$ cat config.mk
export PLATFORM = sky130hd
export DESIGN_NAME = tagged_stream_arbiter
export DESIGN_NICKNAME = d
export VERILOG_FILES = /design/src/rtl/tagged_stream_arbiter.sv
export SDC_FILE = /design/constraint.sdc
export NUM_CORES = 1
export LEC_CHECK = 0
export BUFFER_PORTS_ARGS = -buffer_cell sky130_fd_sc_hd__buf_2
export CORE_AREA = 2 2 132 134
export CTS_CLUSTER_DIAMETER = 30
export DETAILED_ROUTE_END_ITERATION = 7
export DIE_AREA = 0 0 134 136
export GPL_TIMING_DRIVEN = 0
export PLACE_DENSITY_LB_ADDON = 0.3
export SLEW_MARGIN = 20
export SYNTH_ARGS = -nofsm -noshare
export SYNTH_HDL_FRONTEND = slang
export SYNTH_SLANG_ARGS = --single-unit
export TNS_END_PERCENT = 30
$ cat constraint.sdc
create_clock -name clk -period 4.5 [get_ports clk]
set_input_delay 0.45 -clock clk [delete_from_list [all_inputs] [get_ports clk]]
set_output_delay 0.45 -clock clk [all_outputs]
set_load 0.02 [all_outputs]
$ cat src/rtl/tagged_stream_arbiter.sv
// Round-robin merge of NUM_INPUTS streams onto one tagged output stream.
// A grant is held from the first beat of a stream through its last beat, so streams never interleave.
module tagged_stream_arbiter #(
  parameter int NUM_INPUTS  = 4,
  parameter int DATA_WIDTH  = 64,
  parameter int TAG_WIDTH   = 2,
  parameter int FILTER_KEEP = 1
) (
  input  logic                            clk,
  input  logic                            rst_n,
  input  logic [NUM_INPUTS*DATA_WIDTH-1:0] in_data,
  input  logic [NUM_INPUTS-1:0]            in_keep,
  input  logic [NUM_INPUTS-1:0]            in_last,
  input  logic [NUM_INPUTS-1:0]            in_valid,
  output logic [NUM_INPUTS-1:0]            in_ready,
  output logic [DATA_WIDTH-1:0]            out_data,
  output logic [TAG_WIDTH-1:0]             out_tag,
  output logic                             out_keep,
  output logic                             out_last,
  output logic                             out_valid,
  input  logic                             out_ready
);

  localparam int IDX_W = (NUM_INPUTS > 1) ? $clog2(NUM_INPUTS) : 1;

  localparam logic [0:0] IDLE   = 1'b0;
  localparam logic [0:0] LOCKED = 1'b1;

  logic [0:0]       state;
  logic [IDX_W-1:0] rr_ptr;
  logic [IDX_W-1:0] owner;
  logic [IDX_W-1:0] sel;
  logic [IDX_W-1:0] sel_next;
  logic [IDX_W-1:0] cand;
  logic             sel_active;
  logic             load_en;
  logic             xfer;
  logic             sel_keep;
  logic             sel_last;
  logic             load_beat;

  assign load_en = !out_valid || out_ready;

  // Scan from the highest offset down so the candidate closest to rr_ptr wins.
  always_comb begin
    sel        = owner;
    sel_active = (state == LOCKED);
    cand       = '0;
    if (state == IDLE) begin
      for (int k = NUM_INPUTS - 1; k >= 0; k--) begin
        cand = IDX_W'((int'(rr_ptr) + k) % NUM_INPUTS);
        if (in_valid[cand]) begin
          sel        = cand;
          sel_active = 1'b1;
        end
      end
    end
  end

  always_comb begin
    in_ready = '0;
    if (rst_n && load_en && sel_active) begin
      in_ready[sel] = 1'b1;
    end
  end

  assign sel_keep  = in_keep[sel];
  assign sel_last  = in_last[sel];
  assign xfer      = rst_n && load_en && sel_active && in_valid[sel];
  assign load_beat = xfer && ((FILTER_KEEP == 0) || sel_keep || sel_last);
  assign sel_next  = (sel == IDX_W'(NUM_INPUTS - 1)) ? '0 : sel + 1'b1;

  always_ff @(posedge clk) begin
    if (!rst_n) begin
      state     <= IDLE;
      rr_ptr    <= '0;
      owner     <= '0;
      out_valid <= 1'b0;
      out_keep  <= 1'b0;
      out_last  <= 1'b0;
    end else begin
      if (load_en) begin
        out_valid <= load_beat;
        if (load_beat) begin
          out_keep <= sel_keep;
          out_last <= sel_last;
        end
      end
      if (xfer) begin
        if (sel_last) begin
          state  <= IDLE;
          rr_ptr <= sel_next;
        end else begin
          state <= LOCKED;
          owner <= sel;
        end
      end
    end
  end

  // Payload and tag carry no reset; they are qualified by out_valid.
  always_ff @(posedge clk) begin
    if (load_beat) begin
      out_data <= in_data[int'(sel)*DATA_WIDTH +: DATA_WIDTH];
      out_tag  <= TAG_WIDTH'(sel);
    end
  end

  a_hold_stable: assert property (@(posedge clk) disable iff (!rst_n)
    (out_valid && !out_ready) |=> (out_valid && $stable(out_data) && $stable(out_tag)
                                   && $stable(out_keep) && $stable(out_last)));

  a_one_ready: assert property (@(posedge clk) $onehot0(in_ready));

  a_tag_range: assert property (@(posedge clk) disable iff (!rst_n)
    out_valid |-> (int'(out_tag) < NUM_INPUTS));

  // An open (non-last) output beat implies the grant is still held by that same source.
  a_no_interleave: assert property (@(posedge clk) disable iff (!rst_n)
    (out_valid && !out_last) |-> (state == LOCKED && int'(out_tag) == int'(owner)));

endmodule

### Word level (Yosys, flattened, before mapping)

Cells that the tools add are included.
W data, S select, Z words.

* register bits after elaboration: 74
* input port bits: 271

* add/sub/neg operators: 4
* magnitude comparators: 6
* eq/ne operators: 1
* shift-type cells: 1
* muxes and demuxes: 29
* bitwise operators: 1
* reductions and logical operators: 11

Operator list (number)
* $shiftx A256 B9 Y64: 1
* $lt A2 B3 Y1 const B: 5
* $bmux W1 S2: 7
* $mux W1: 14
* $mux W2: 6
* $reduce_and A2 Y1: 3
* $logic_and A1 B1 Y1: 5
* $add A2 B1 Y2 const B: 2
* $add A2 B2 Y2 const B: 2
* $mux W4: 1
* $demux W1 S2: 1
* $eq A2 B2 Y1 const B: 1
* $ge A2 B1 Y1 const B: 1
* $logic_or A1 B1 Y1: 2
* $logic_not A1 Y1: 1
* $not A1 Y1: 1

### Depth between registers and ports, before layout

* depth in word-level cells: 13
* mapped depth: 11
* depth with buffers taken out: 8

### Worst setup path before layout

No wires, ideal clock.

* path type: flip-flop to flip-flop
* start: register rr_ptr[0]
* end: register out_data[0] (enable)
* library setup time: 490 ps
* data arrival time: 4465 ps
* data required time: 4010 ps
* slack: -456 ps
* stages on the path, launching flop included: 8
* clock period less this slack: 4956 ps
* path through: dfxtp_1 -> buf_2 -> mux4_2 -> a221oi_2 -> nand3_1 -> a31oi_2 -> nor2_1 -> nor2_1

* word-level cells in the longest chain between the ends: 12
* elaborated cells on any way between the ends: 31

Ends and longest elaborated chain
* from (decl): line 30 `logic [IDX_W-1:0] rr_ptr;`
* from (signal assigned): line 92 `rr_ptr <= sel_next;`
* $add A2 B2 Y2: line 51 `cand = IDX_W'((int'(rr_ptr) + k) % NUM_INPUTS);`
* $bmux W1 S2: line 52 `if (in_valid[cand]) begin`
* $mux W1 (implied by the code): line 52
* $mux W2 (4 in series): line 52
* $mux W2: line 49 `if (state == IDLE) begin`
* $bmux W1 S2, on equally long branches: line 69, 67, 68
* $mux W1, on equally long branches: line 69, 67, 68
* $logic_and A1 B1 Y1 / $logic_or A1 B1 Y1 (equally long branches): line 69, 70
* $logic_and A1 B1 Y1 *: line 70 `assign load_beat = xfer && ((FILTER_KEEP == 0) || sel_keep || sel_last);`
* named net load_beat: line 40 `logic load_beat;`
* to (signal assigned): line 104 `out_data <= in_data[int'(sel)*DATA_WIDTH +: DATA_WIDTH];`
* to (decl): line 16 `output logic [DATA_WIDTH-1:0] out_data,`

The timed path passes the listed nets; every way through them passes the cells marked *. The select of a mux whose other input is x is not followed.
A chain may end at the register's enable or synchronous reset.

### Worst setup path after layout

* start: register state
* end: output port in_ready[3]

* word-level cells in the longest chain between the ends: 6
* elaborated cells on any way between the ends: 9

Ends and longest elaborated chain
* from (decl): line 29 `logic [0:0] state;`
* from (signal assigned): line 75 `state <= IDLE;`
* from (signal assigned): line 91 `state <= IDLE;`
* from (signal assigned): line 94 `state <= LOCKED;`
* $mux W2 *: line 49
* named net sel[0]: line 32 `logic [IDX_W-1:0] sel;`
* $lt A2 B3 Y1 (implied by the code) / $ge A2 B1 Y1 (equally long branches): line 63 `in_ready[sel] = 1'b1;`
* $logic_and A1 B1 Y1 (implied by the code): line 63
* $mux W1 (implied by the code): line 63
* $demux W1 S2 *: line 63
* $mux W4 *: line 62 `if (rst_n && load_en && sel_active) begin`
* to (decl): line 15 `output logic [NUM_INPUTS-1:0] in_ready,`

The timed path passes the listed nets; every way through them passes the cells marked *.

==> results by stage <==
CTS:
- Once the clock tree was built, the resizer swapped 0 gates to a different size.
- No sink is reached through more buffers than the 2 on the longest clock path.
- The TritonCTS clock tree is yes.
- The number of clock sinks seen by CTS is 74.
- For the worst-skew pair, the clock arrives at the later sink with an insertion delay of around 0.34 ns.
- The H-tree was split into 3 levels.
- Buffers inserted during clock tree synthesis total 9.
- Hold repair after CTS inserted 0 buffers.
- In this run the clock root is driven by a clkbuf_16.
- Clock-pin slew was measured on the worst setup and hold paths at around 0.060 ns.
- Once the clock tree was built, the setup fixing pass inserted 0 buffers.

Die:
- In this run the vertical extent of the chip is approximately 140 um.
- The number of ports placed on the die boundary is 344.
- The initial cell density of the core is 0.293.
- In this run the standard cell core region covers 16900 um^2.
- The width of the chip is approximately 130 um.
- The die covers 18200 um^2.
- The number of standard-cell rows in the floorplan is 48.

Global routing:
- The number of antenna violations at the first check in global routing is 1.
- The first global-routing pass estimated roughly 23000 um of wire.
- Summed over all layers, the global routing overflow is 0.
- The largest net degree at the start of global routing is 27.
- The number of global-route vias before repair is 4283.
- The combined global-route utilization of all metal layers is 0.165.

Route:
- The wire length per cell after detailed routing is 16.1 um.
- The met3 wirelength from detailed routing is around 1300 um.
- The highest signal layer in the routed design is met5.
- The remaining antenna violation count is 0.
- For this block, the initial DRC count from the detailed router was 120.
- The length of routed met2 wiring is just under 8000 um.
- The length of routed wiring on met1 is 6470 um.
- The residual DRC count is 0.
- The first TritonRoute pass finished after 4 iterations.
- In the routed layout, each cell is associated on average with a via count of 4.56.
- The final layout contains routed wiring with a total length of around 16000 um.
- Across all layers, the routed design uses roughly 4400 vias.

Placement:
- The post-detailed-placement cell area is around 7000 um^2.
- The weighted congestion reported at the end of routability-driven placement is 0.795.
- The number of buffers added on ports is around 340.
- Detailed placement ended at an HPWL of ~12000 um.
- The cell count after placement is roughly 960.

Worst setup path:
- The type of element launching the critical path is a flop.
- The setup path with the least slack is of type reg2out.
- In this run the critical register-to-register path is launched from rr_ptr[0].
- Data arrives at the worst endpoint at 2.95 ns.
- In this run the worst setup path begins at state.
- The type of element capturing the critical path is a primary output.
- Along the worst path, the maximum fanout reaches 12.
- The data required time at the worst endpoint is about 4 ns.

Hold path:
- The type of the most critical hold path is in2reg.
- In this run the most critical hold path is launched from out_ready.

Finish:
- In the final layout, the share of cells above drive strength 1 is 0.529.
- The final cell count without fillers is about 970.
- After the last flow step, the layout net total stands at between 1000 and 1500.
- Fill cells in the final layout number around 1700.
- The number of antenna diodes in the final layout is 0.
- The area added between synthesis and finish is 48.0%.
- After routing the design area is 7330 um^2.

Job:
- The number of max-capacitance violations reported is 0.

Power and ir drop:
- Across the VDD grid, the largest voltage drop is roughly 0.00033 V.
- The analysis attributes to cell leakage a power of about 3.3 nW.
- The power per cell area is around 550 nW/um^2.
- Total power for the finished layout comes to roughly 4 mW.

STA:
- Setup violations remaining at the end of the flow were counted as 0.
- Dividing the final minimum period by the clock period gives 0.755.
- Headroom to the max-slew limit came out at 0.502.
- The final critical-path required period is approximately 3.4 ns.
- The maximum clock skew at final layout is roughly 0.0051 ns.
- The hold violation count in the final report is 0.
- Setup repair after global routing left no endpoint under its margin.
- The maximum operating frequency is roughly 0.3 GHz.
- Hold is met by between 0.4 and 0.5 ns.
- At the pin with the least slew margin, the transition time is approximately 0.75 ns.
- The final max-slew violation count is 0.
- After routing, the total negative slack on setup checks comes to 0 ns.

Logic synthesis:
- Yosys mapped the design onto 43 distinct sky130hd cell types.
- Counting every net in the synthesized netlist gives about 660.
- The post-synthesis sequential element count is 74.
- Synthesis handed over a netlist of roughly 400 instances.
- The sequential fraction of the synthesis area is 0.433.
- The mean instance size in the synthesized netlist is roughly 13 um^2.
- The count of synthesis-stage warnings from yosys is 0.
- The synthesized netlist occupies a cell area of ~5000 um^2.

Run status:
- The run finished with clean final reports.
-- synth_stat cells --
library cell  count  share of area
mux2i_1         204           0.41
edfxtp_1         66           0.40
buf_2            16          0.016
nand2_1          12         0.0091
dfxtp_1           8          0.032
nor2_1            8         0.0061
buf_6             7          0.016
o21ai_0           6         0.0061
and2_1            5         0.0063
nand2b_1          5         0.0063
clkbuf_1          4         0.0030
ha_1              4          0.010
a21oi_1           3         0.0030
inv_1             3         0.0023
a211o_1           2         0.0035
a21o_1            2         0.0030
a31oi_2           2         0.0051
a32oi_1           2         0.0035
inv_2             2         0.0015
mux2_2            2         0.0045
nand3_1           2         0.0020
nor2b_1           2         0.0025
o21bai_1          2         0.0030
a21bo_2           1         0.0020
a21boi_1          1         0.0015
a221oi_2          1         0.0030
a2bb2oi_1         1         0.0018
a31o_1            1         0.0018
a32o_1            1         0.0020
a32oi_4           1         0.0056
buf_4             1         0.0015
mux4_2            1         0.0045
nand3_2           1         0.0020
nand3b_1          1         0.0015
nor3_1            1         0.0010
nor4b_1           1         0.0018
o211a_1           1         0.0020
o211ai_1          1         0.0015
o211ai_2          1         0.0025
o21ai_1           1         0.0010
o31ai_1           1         0.0015
o32a_1            1         0.0020
or2_2             1         0.0013
-- cell families after synthesis --
group,count (synthesis),synth area share
multiplexers,207,0.421
buffers and inverters,33,0.0404
AND/OR/NAND/NOR,39,0.0399
AO/OA/AOI/OAI,32,0.0556
flip-flops,74,0.433
adder cells (fa/ha/maj),4,0.0101
-- sequential cells by signal (all words and copies together) (netlist names) --
| name | cells |
|---|---|
| out_keep | 1 |
| out_last | 1 |
| state | 1 |
| out_data | 64 |
| out_valid | 1 |
| owner | 2 |
| out_tag | 2 |
| rr_ptr | 2 |
-- layout by cell type (no fill, tap or decap), types with 3 or more instances in the layout --
master     instances
clkbuf_16          9
nand2_1           12
nor2_1             7
edfxtp_1          66
inv_1              3
dfxtp_1            8
buf_6              7
mux2i_1          204
clkbuf_1           6
and2_1             5
a21oi_1            3
bufinv_16          3
ha_1               4
buf_2            358
o21ai_0            6
nand2b_1           5
-- critical path, stage by stage (launching register included) --
cell	delay [ns]
dfxtp_1	0.30
clkbuf_1	0.23
o21bai_1	0.34
o211ai_2	0.18
buf_4	0.23
inv_2	0.08
buf_2	0.34
buf_2	0.40
ha_1	0.21
and2_1	0.12
buf_2	0.16
-- power breakdown --
part	switching, mW	total, mW	internal (mW)
registers	0.0515	1.15	1.10
clock network	0.296	0.837	0.542
logic	1.20	2.06	0.860
-- per-layer routing --
metal	up-vias	GRT usage
li1	2197	-
met3	20	0.0488
met4	2	0.0544
met5	-	0
met2	202	0.285
met1	2021	0.196
-- cell type report --
cell class | instances | area [um^2] | share of cell area
Clock buffer | 11 | 233 | 0.0318
Sequential cell | 74 | 2140 | 0.292
Tap cell | 225 | 282 | 0.0384
Clock inverter | 5 | 103 | 0.0140
Multi-Input combinational cell | 282 | 2620 | 0.357
Buffer | 28 | 181 | 0.0248
Timing Repair Buffer | 344 | 1750 | 0.239
Inverter | 5 | 18.8 | 0.00256
-- worst paths after layout --
check	endpoint	slack (ns)	depth (start not counted)
worst max-delay path	in_ready[3]	1.10	10
worst min-delay path	out_valid	0.42	3
worst max register to register	out_data[10]	1.39	8
worst min register to register	out_keep	0.46	2
-- metrics by stage --
| step | utilization | setup slack, ns |
|---|---|---|
| 3_3_place_gp | 0.412 | -0.589 |
| 3_5_place_dp | 0.414 | 1.13 |
| 6_report | 0.434 | 1.10 |
| 2_1_floorplan | - | 0.635 |
| 5_1_grt | 0.434 | 0.876 |
| 4_1_cts | 0.434 | 1.05 |
(Power assumes the default switching activity.)
